## config.mk

```make
export PLATFORM = sky130hd
export DESIGN_NAME = join_match_ctrl
export DESIGN_NICKNAME = d
export VERILOG_FILES = /design/src/rtl/ddp_join_pkg.sv /design/src/rtl/join_entry_slot.sv /design/src/rtl/join_match_ctrl.sv
export SDC_FILE = /design/constraint.sdc
export NUM_CORES = 1
export LEC_CHECK = 0
export ABC_AREA = 1
export ABC_CLOCK_PERIOD_IN_PS = 9100
export BUFFER_PORTS_ARGS = -buffer_cell sky130_fd_sc_hd__buf_2
export CAP_MARGIN = 10
export CORE_MARGIN = 2
export CORE_UTILIZATION = 60
export CTS_CLUSTER_DIAMETER = 40
export DETAILED_ROUTE_END_ITERATION = 12
export GPL_TIMING_DRIVEN = 0
export PLACE_DENSITY = 0.87
export REMOVE_ABC_BUFFERS = 1
export SLEW_MARGIN = 20
export SYNTH_ARGS = -nofsm -noshare
export SYNTH_HDL_FRONTEND = slang
export SYNTH_SLANG_ARGS = --single-unit
```

## constraint.sdc

```tcl
create_clock -name CP -period 9.1 [get_ports CP]
set_input_delay 1.82 -clock CP [delete_from_list [all_inputs] [get_ports CP]]
set_output_delay 1.82 -clock CP [all_outputs]
set_load 0.03 [all_outputs]
```

## src/rtl/ddp_join_pkg.sv

```systemverilog
// ---------------------------------------------------------------------------
// ddp_join_pkg
//   Shared definitions for the DDP join stage matching store.
//   - TAG_W / TOKEN_W / LR_BIT : layout of an incoming token
//   - token_t                  : {tag, lr} view of the 19-bit token word
//   - fire_pkt_t               : {tag, data_l, data_r} fired packet at the
//                                default operand width
// ---------------------------------------------------------------------------
package ddp_join_pkg;

    localparam int TAG_W   = 18;
    localparam int TOKEN_W = 19;
    localparam int LR_BIT  = 0;
    localparam int DEF_DW  = 16;

    // lr is the last field so that it lands on bit 0 of the packed word.
    typedef struct packed {
        logic [TAG_W-1:0] tag;
        logic             lr;
    } token_t;

    typedef struct packed {
        logic [TAG_W-1:0]  tag;
        logic [DEF_DW-1:0] data_l;
        logic [DEF_DW-1:0] data_r;
    } fire_pkt_t;

endpackage

```

## src/rtl/join_entry_slot.sv

```systemverilog
// ---------------------------------------------------------------------------
// join_entry_slot
//   One entry of the matching store. Holds a parked token (valid, tag, lr)
//   and its operand data, and compares itself against the token currently
//   presented at the input.
// Ports
//   clk, rst    : clock, synchronous active-high reset (clears valid only)
//   wr_en       : park the presented token in this entry
//   clr         : free this entry (its partner has arrived)
//   in_tag      : tag of the presented token
//   in_lr       : LR bit of the presented token
//   in_data     : operand data of the presented token
//   valid       : entry holds a waiting token
//   match       : waiting token has the same tag and the opposite LR
//   dup         : waiting token has the same tag and the same LR
//   data        : stored operand data
// ---------------------------------------------------------------------------
module join_entry_slot
    import ddp_join_pkg::*;
#(
    parameter int DW = 16
) (
    input  logic             clk,
    input  logic             rst,
    input  logic             wr_en,
    input  logic             clr,
    input  logic [TAG_W-1:0] in_tag,
    input  logic             in_lr,
    input  logic [DW-1:0]    in_data,
    output logic             valid,
    output logic             match,
    output logic             dup,
    output logic [DW-1:0]    data
);

    logic             valid_q, valid_d;
    logic [TAG_W-1:0] tag_q, tag_d;
    logic             lr_q, lr_d;
    logic [DW-1:0]    data_q, data_d;
    logic             tag_eq;

    always_comb begin
        valid_d = valid_q;
        tag_d   = tag_q;
        lr_d    = lr_q;
        data_d  = data_q;
        // The top never asserts wr_en and clr on the same entry in one cycle.
        if (clr) begin
            valid_d = 1'b0;
        end else if (wr_en) begin
            valid_d = 1'b1;
            tag_d   = in_tag;
            lr_d    = in_lr;
            data_d  = in_data;
        end
    end

    // Only the valid bit needs a reset; payload is ignored while invalid.
    always_ff @(posedge clk) begin
        if (rst) begin
            valid_q <= 1'b0;
        end else begin
            valid_q <= valid_d;
        end
        tag_q  <= tag_d;
        lr_q   <= lr_d;
        data_q <= data_d;
    end

    assign tag_eq = valid_q && (tag_q == in_tag);
    assign match  = tag_eq && (lr_q != in_lr);
    assign dup    = tag_eq && (lr_q == in_lr);
    assign valid  = valid_q;
    assign data   = data_q;

endmodule

```

## src/rtl/join_match_ctrl.sv

```systemverilog
// ---------------------------------------------------------------------------
// join_match_ctrl
//   Multi-entry matching-store controller for the DDP join stage. Unmatched
//   tokens are parked in the lowest free entry; when the partner (same tag,
//   opposite LR) arrives the pair is fired as one packet and the entry freed.
// Ports
//   CP, MR      : clock, synchronous active-high reset
//   IN_VALID    : input token valid
//   IN_READY    : token accepted when IN_VALID && IN_READY
//   IN_TOKEN    : [18:1] tag, [0] LR (0 = left, 1 = right)
//   IN_DATA     : operand data
//   OUT_VALID   : fired packet valid
//   OUT_READY   : downstream accepts the packet
//   OUT_TAG     : tag of the fired pair
//   OUT_DATA_L  : data of the LR=0 operand
//   OUT_DATA_R  : data of the LR=1 operand
//   OCCUPANCY   : number of waiting entries
//   FULL        : OCCUPANCY == N_ENTRY
//   DUP_ERR     : one-cycle pulse, token with same tag and LR already waiting
// ---------------------------------------------------------------------------
module join_match_ctrl
    import ddp_join_pkg::*;
#(
    parameter int N_ENTRY = 8,
    parameter int DW      = 16
) (
    input  logic                         CP,
    input  logic                         MR,
    input  logic                         IN_VALID,
    output logic                         IN_READY,
    input  logic [TOKEN_W-1:0]           IN_TOKEN,
    input  logic [DW-1:0]                IN_DATA,
    output logic                         OUT_VALID,
    input  logic                         OUT_READY,
    output logic [TAG_W-1:0]             OUT_TAG,
    output logic [DW-1:0]                OUT_DATA_L,
    output logic [DW-1:0]                OUT_DATA_R,
    output logic [$clog2(N_ENTRY+1)-1:0] OCCUPANCY,
    output logic                         FULL,
    output logic                         DUP_ERR
);

    localparam int IDX_W = (N_ENTRY > 1) ? $clog2(N_ENTRY) : 1;
    localparam int OCC_W = $clog2(N_ENTRY + 1);

    token_t in_tok;
    assign in_tok = token_t'(IN_TOKEN);

    logic [N_ENTRY-1:0] slot_valid;
    logic [N_ENTRY-1:0] slot_match;
    logic [N_ENTRY-1:0] slot_dup;
    logic [N_ENTRY-1:0] slot_wr;
    logic [N_ENTRY-1:0] slot_clr;
    logic [DW-1:0]      slot_data [N_ENTRY];

    for (genvar g = 0; g < N_ENTRY; g++) begin : g_slot
        join_entry_slot #(
            .DW (DW)
        ) u_slot (
            .clk     (CP),
            .rst     (MR),
            .wr_en   (slot_wr[g]),
            .clr     (slot_clr[g]),
            .in_tag  (in_tok.tag),
            .in_lr   (in_tok.lr),
            .in_data (IN_DATA),
            .valid   (slot_valid[g]),
            .match   (slot_match[g]),
            .dup     (slot_dup[g]),
            .data    (slot_data[g])
        );
    end

    // Priority encoders: scanning downward lets the lowest index win.
    logic             hit_any;
    logic [IDX_W-1:0] hit_idx;
    logic [IDX_W-1:0] free_idx;

    always_comb begin
        hit_any  = 1'b0;
        hit_idx  = '0;
        free_idx = '0;
        for (int i = N_ENTRY - 1; i >= 0; i--) begin
            if (slot_match[i]) begin
                hit_any = 1'b1;
                hit_idx = IDX_W'(i);
            end
            if (!slot_valid[i]) begin
                free_idx = IDX_W'(i);
            end
        end
    end

    logic [DW-1:0] hit_data;
    assign hit_data = slot_data[hit_idx];

    // Registered state
    logic             out_valid_q, out_valid_d;
    logic [TAG_W-1:0] out_tag_q, out_tag_d;
    logic [DW-1:0]    out_data_l_q, out_data_l_d;
    logic [DW-1:0]    out_data_r_q, out_data_r_d;
    logic [OCC_W-1:0] occ_q, occ_d;
    logic             dup_err_q, dup_err_d;

    // Handshake
    logic full;
    logic out_free;
    logic in_ready;
    logic accept;
    logic fire;
    logic alloc;

    assign full     = (occ_q == OCC_W'(N_ENTRY));
    assign out_free = !out_valid_q || OUT_READY;
    // A hit frees an entry, so it must never be blocked by a full store.
    assign in_ready = !MR && out_free && (hit_any || !full);
    assign accept   = IN_VALID && in_ready;
    assign fire     = accept && hit_any;
    assign alloc    = accept && !hit_any;

    always_comb begin
        slot_wr  = '0;
        slot_clr = '0;
        if (alloc) begin
            slot_wr[free_idx] = 1'b1;
        end
        if (fire) begin
            slot_clr[hit_idx] = 1'b1;
        end
    end

    always_comb begin
        out_valid_d  = out_valid_q && !OUT_READY;
        out_tag_d    = out_tag_q;
        out_data_l_d = out_data_l_q;
        out_data_r_d = out_data_r_q;
        // fire implies out_free, so a held packet is never overwritten.
        if (fire) begin
            out_valid_d = 1'b1;
            out_tag_d   = in_tok.tag;
            if (in_tok.lr) begin
                out_data_l_d = hit_data;
                out_data_r_d = IN_DATA;
            end else begin
                out_data_l_d = IN_DATA;
                out_data_r_d = hit_data;
            end
        end
    end

    // Only one token is accepted per cycle, so occupancy moves by at most 1.
    always_comb begin
        occ_d     = occ_q + OCC_W'(alloc) - OCC_W'(fire);
        dup_err_d = alloc && (|slot_dup);
    end

    always_ff @(posedge CP) begin
        if (MR) begin
            out_valid_q  <= 1'b0;
            out_tag_q    <= '0;
            out_data_l_q <= '0;
            out_data_r_q <= '0;
            occ_q        <= '0;
            dup_err_q    <= 1'b0;
        end else begin
            out_valid_q  <= out_valid_d;
            out_tag_q    <= out_tag_d;
            out_data_l_q <= out_data_l_d;
            out_data_r_q <= out_data_r_d;
            occ_q        <= occ_d;
            dup_err_q    <= dup_err_d;
        end
    end

    assign IN_READY   = in_ready;
    assign OUT_VALID  = out_valid_q;
    assign OUT_TAG    = out_tag_q;
    assign OUT_DATA_L = out_data_l_q;
    assign OUT_DATA_R = out_data_r_q;
    assign OCCUPANCY  = occ_q;
    assign FULL       = full;
    assign DUP_ERR    = dup_err_q;

endmodule

```

==> impl_metrics.yaml <==
place:
  dp_worst_setup_slack_ps: 3026
  dp.final_hpwl_um: 27380
  dp_cells: 2118
  port_buffers: 96
  routabilityCongestion: 0.9210
yosys:
  ys_seq_area_share_pct: 59.45
  yosysMostFrequentCell: "nand2_1"
  yosys-top-cells-area: "edfxtp_1 52%, nand2_1 9.1%, dfxtp_1 7.9%, inv_1 4.6%, nand3_1 4.1%"
  mappedNetlistArea_sq_mm: 0.01630
  synth_ff_type: "edfxtp_1"
  synth_commonest_cells: "395 x nand2_1, 280 x edfxtp_1, 198 x inv_1"
  synth_seq_cells: 344
  synth-edff-count: 280
  ys_warn_count: 0
  yosysTopAreaCell: "edfxtp_1"
  synthCells: 1739
  postSynth.asyncResetShare_pct: 0
  synth.distinct_cells: 42
  synth_top_area_share_pct: 51.59
  synth_area_per_cell_sq_um: 9.371
global_route:
  grt_pass1_vias: 12837
  gr-total-overflow: 0
  antenna_found_initial: 0
  grt_pass1_wl_um: 68510
  grt_max_degree: 82
  track_usage_pct: 31.20
detailed_routing:
  vias: 13350
  routedWlPerCell_um: 20.37
  drc: 0
  drt_iter0_markers: 1726
  routed_wl_um: 44630
  drt_pre_antenna_iters: 6
  via_per_inst: 6.093
  ant_nets: 0
critical_path:
  cpMaxStageDelayCell: "buf_2"
  crit_buf_inv: 4
  slowest_delay_ps: 430
  setup.worst_path.class: "in2out"
  worst_path_dominant_cell_family: "simple AND/OR/NAND/NOR gates"
  critPathArrivalTime_ps: 4400
  cp_cell_sequence: "buf_2, inv_2, or2_2, o21ai_0, nor2_1, nand3_1, nor2_1, nand3_1, nand2_1, nor2_1, and3_1, nand2_1, nand2_2, inv_1, buf_2"
  crit_path_end_kind: "output pin"
  critPathLaunchType: "input pin"
  cp_max_fo: 18
  cpMostUsedCell: "nor2_1"
  crit_required_ps: 7280
sta:
  period_minus_slack_ps: 6221
  fin_crit_sh_pct: 68.37
  slew_violations: 0
  rsz0062_at_grt: "false"
  fmax_mhz: 160.7
  hold_violations: 0
  worstMarginPinSlew_ps: 1127
  relSlewSlack_pct: 24.60
  setup_viol: 0
  clock_skew_ps: 14.65
  holdWs_ps: 516.0
  layout_setup_ws_ps: 2879
clock_network:
  clock_latency_ps: 540
  hold_buffers: 0
  cts_setup_buffers: 0
  path_clk_slew_ps: 60
  cts.path.max_buffers: 3
  cts_buffers: 40
  cts.sink_count: 344
  htree_levels: 2
  cts_tree: "done"
  post_cts_resized: 0
  clock-root-buffer: "clkbuf_16"
min_path:
  worst_hold_path_type: "reg2reg"
power:
  irDropWorstVdd_mv: 0.1640
  power.density_mw_per_mm2: 193.8
  power_mw: 3.583
  p_leak_nw: 7.837
finish:
  final_cells: 2191
  area_growth_pct: 13.47
  utilization_pct: 69.00
  drive_above_1_share_pct: 13.24
  final_nets: 1863
  antenna_cells: 0
flow_run:
  drv_cap: 0
floorplanning:
  io_pins: 97
  die_w_um: 168.8
  rows: 60
  die-area_sq_mm: 0.02850
  start_util_pct: 60.81
  dieHeight_um: 168.8
  core_area_sq_mm: 0.02680
outcome:
  status: "finished, final reports clean"
==> worst paths after layout <==
path	start	endpoint	slack, ps	cells past startpoint
worst max register to register	g_slot[7].u_slot.valid	OUT_DATA_R[6]	4880	20
worst min-delay path	OUT_DATA_R[9]	OUT_DATA_R[9]	520	2
worst max-delay path	IN_TOKEN[8]	IN_READY	2880	15
worst min register to register	OUT_DATA_R[9]	OUT_DATA_R[9]	520	2
==> metal layers <==
metal,track usage (%),vias to the layer above,share of wire (%)
li1,-,6018,-
met1,39.78,6254,37
met2,51.67,877,47
met3,4.910,201,11
met4,16.75,0,5.7
met5,0,-,0
==> cell usage in the layout, fill, tap and decap left out, types with 6 or more instances in the layout <==
cell type,instances
nor4_1,11
inv_2,20
buf_2,95
inv_1,195
dfxtp_1,64
nor2_1,142
o21ai_0,27
nand2_2,7
a21oi_1,108
edfxtp_1,280
clkbuf_16,40
clkbuf_1,6
nand2_1,395
buf_6,6
o2111ai_1,6
nor3_1,18
xnor2_1,25
or2_2,28
nand4_1,68
o21ai_1,57
xor2_1,30
nand3_1,132
nor2_4,8
==> tightest hold or removal path, delay by kind of cell, from the launching register on <==
family             cells  cell delay (ps)
AOI/OAI and AO/OA      2              170
DFF                    1              310
==> state kept, by name (all words and copies together) (netlist names) <==
register             count
OUT_DATA_L              16
g_slot.u_slot.tag_q    144
g_slot.u_slot.lr_q       8
OCCUPANCY                4
OUT_VALID                1
OUT_TAG                 18
g_slot.u_slot.data     128
OUT_DATA_R              16
DUP_ERR                  1
g_slot.u_slot.valid      8
==> per-stage QoR <==
step	instance area [sq um]	setup TNS, ps
3_3_place_gp	16790	-106590
6_report	18490	0
4_1_cts	18490	0
2_1_floorplan	15880	0
3_5_place_dp	17140	0
5_1_grt	18490	0
==> report_power, final <==
group	internal (mW)	switching [mW]
logic	0.0586	0.163
clock network	0.978	0.650
registers	1.72	0.0100
==> cells by family (layout without fill, tap and decap cells) <==
family	count (synthesis)	count (layout)	share of synthesized area (%)
fa+ha+maj	5	5	0.4300
compound gates	216	216	7.056
xor+xnor	55	55	2.956
flops	344	344	59.45
buf+inv	291	402	7.539
simple gates	828	828	22.56
==> layout make-up <==
cell class                      instances  area (sq um)
Inverter                              216         813.3
Clock buffer                           48          1051
Clock inverter                         25         297.8
Multi-Input combinational cell       1104          5431
Fill cell                            1862          8308
Timing Repair Buffer                  113         783.3
Sequential cell                       344          9689
Tap cell                              341         426.7
Note: power is estimated with default switching activity, not from simulation.
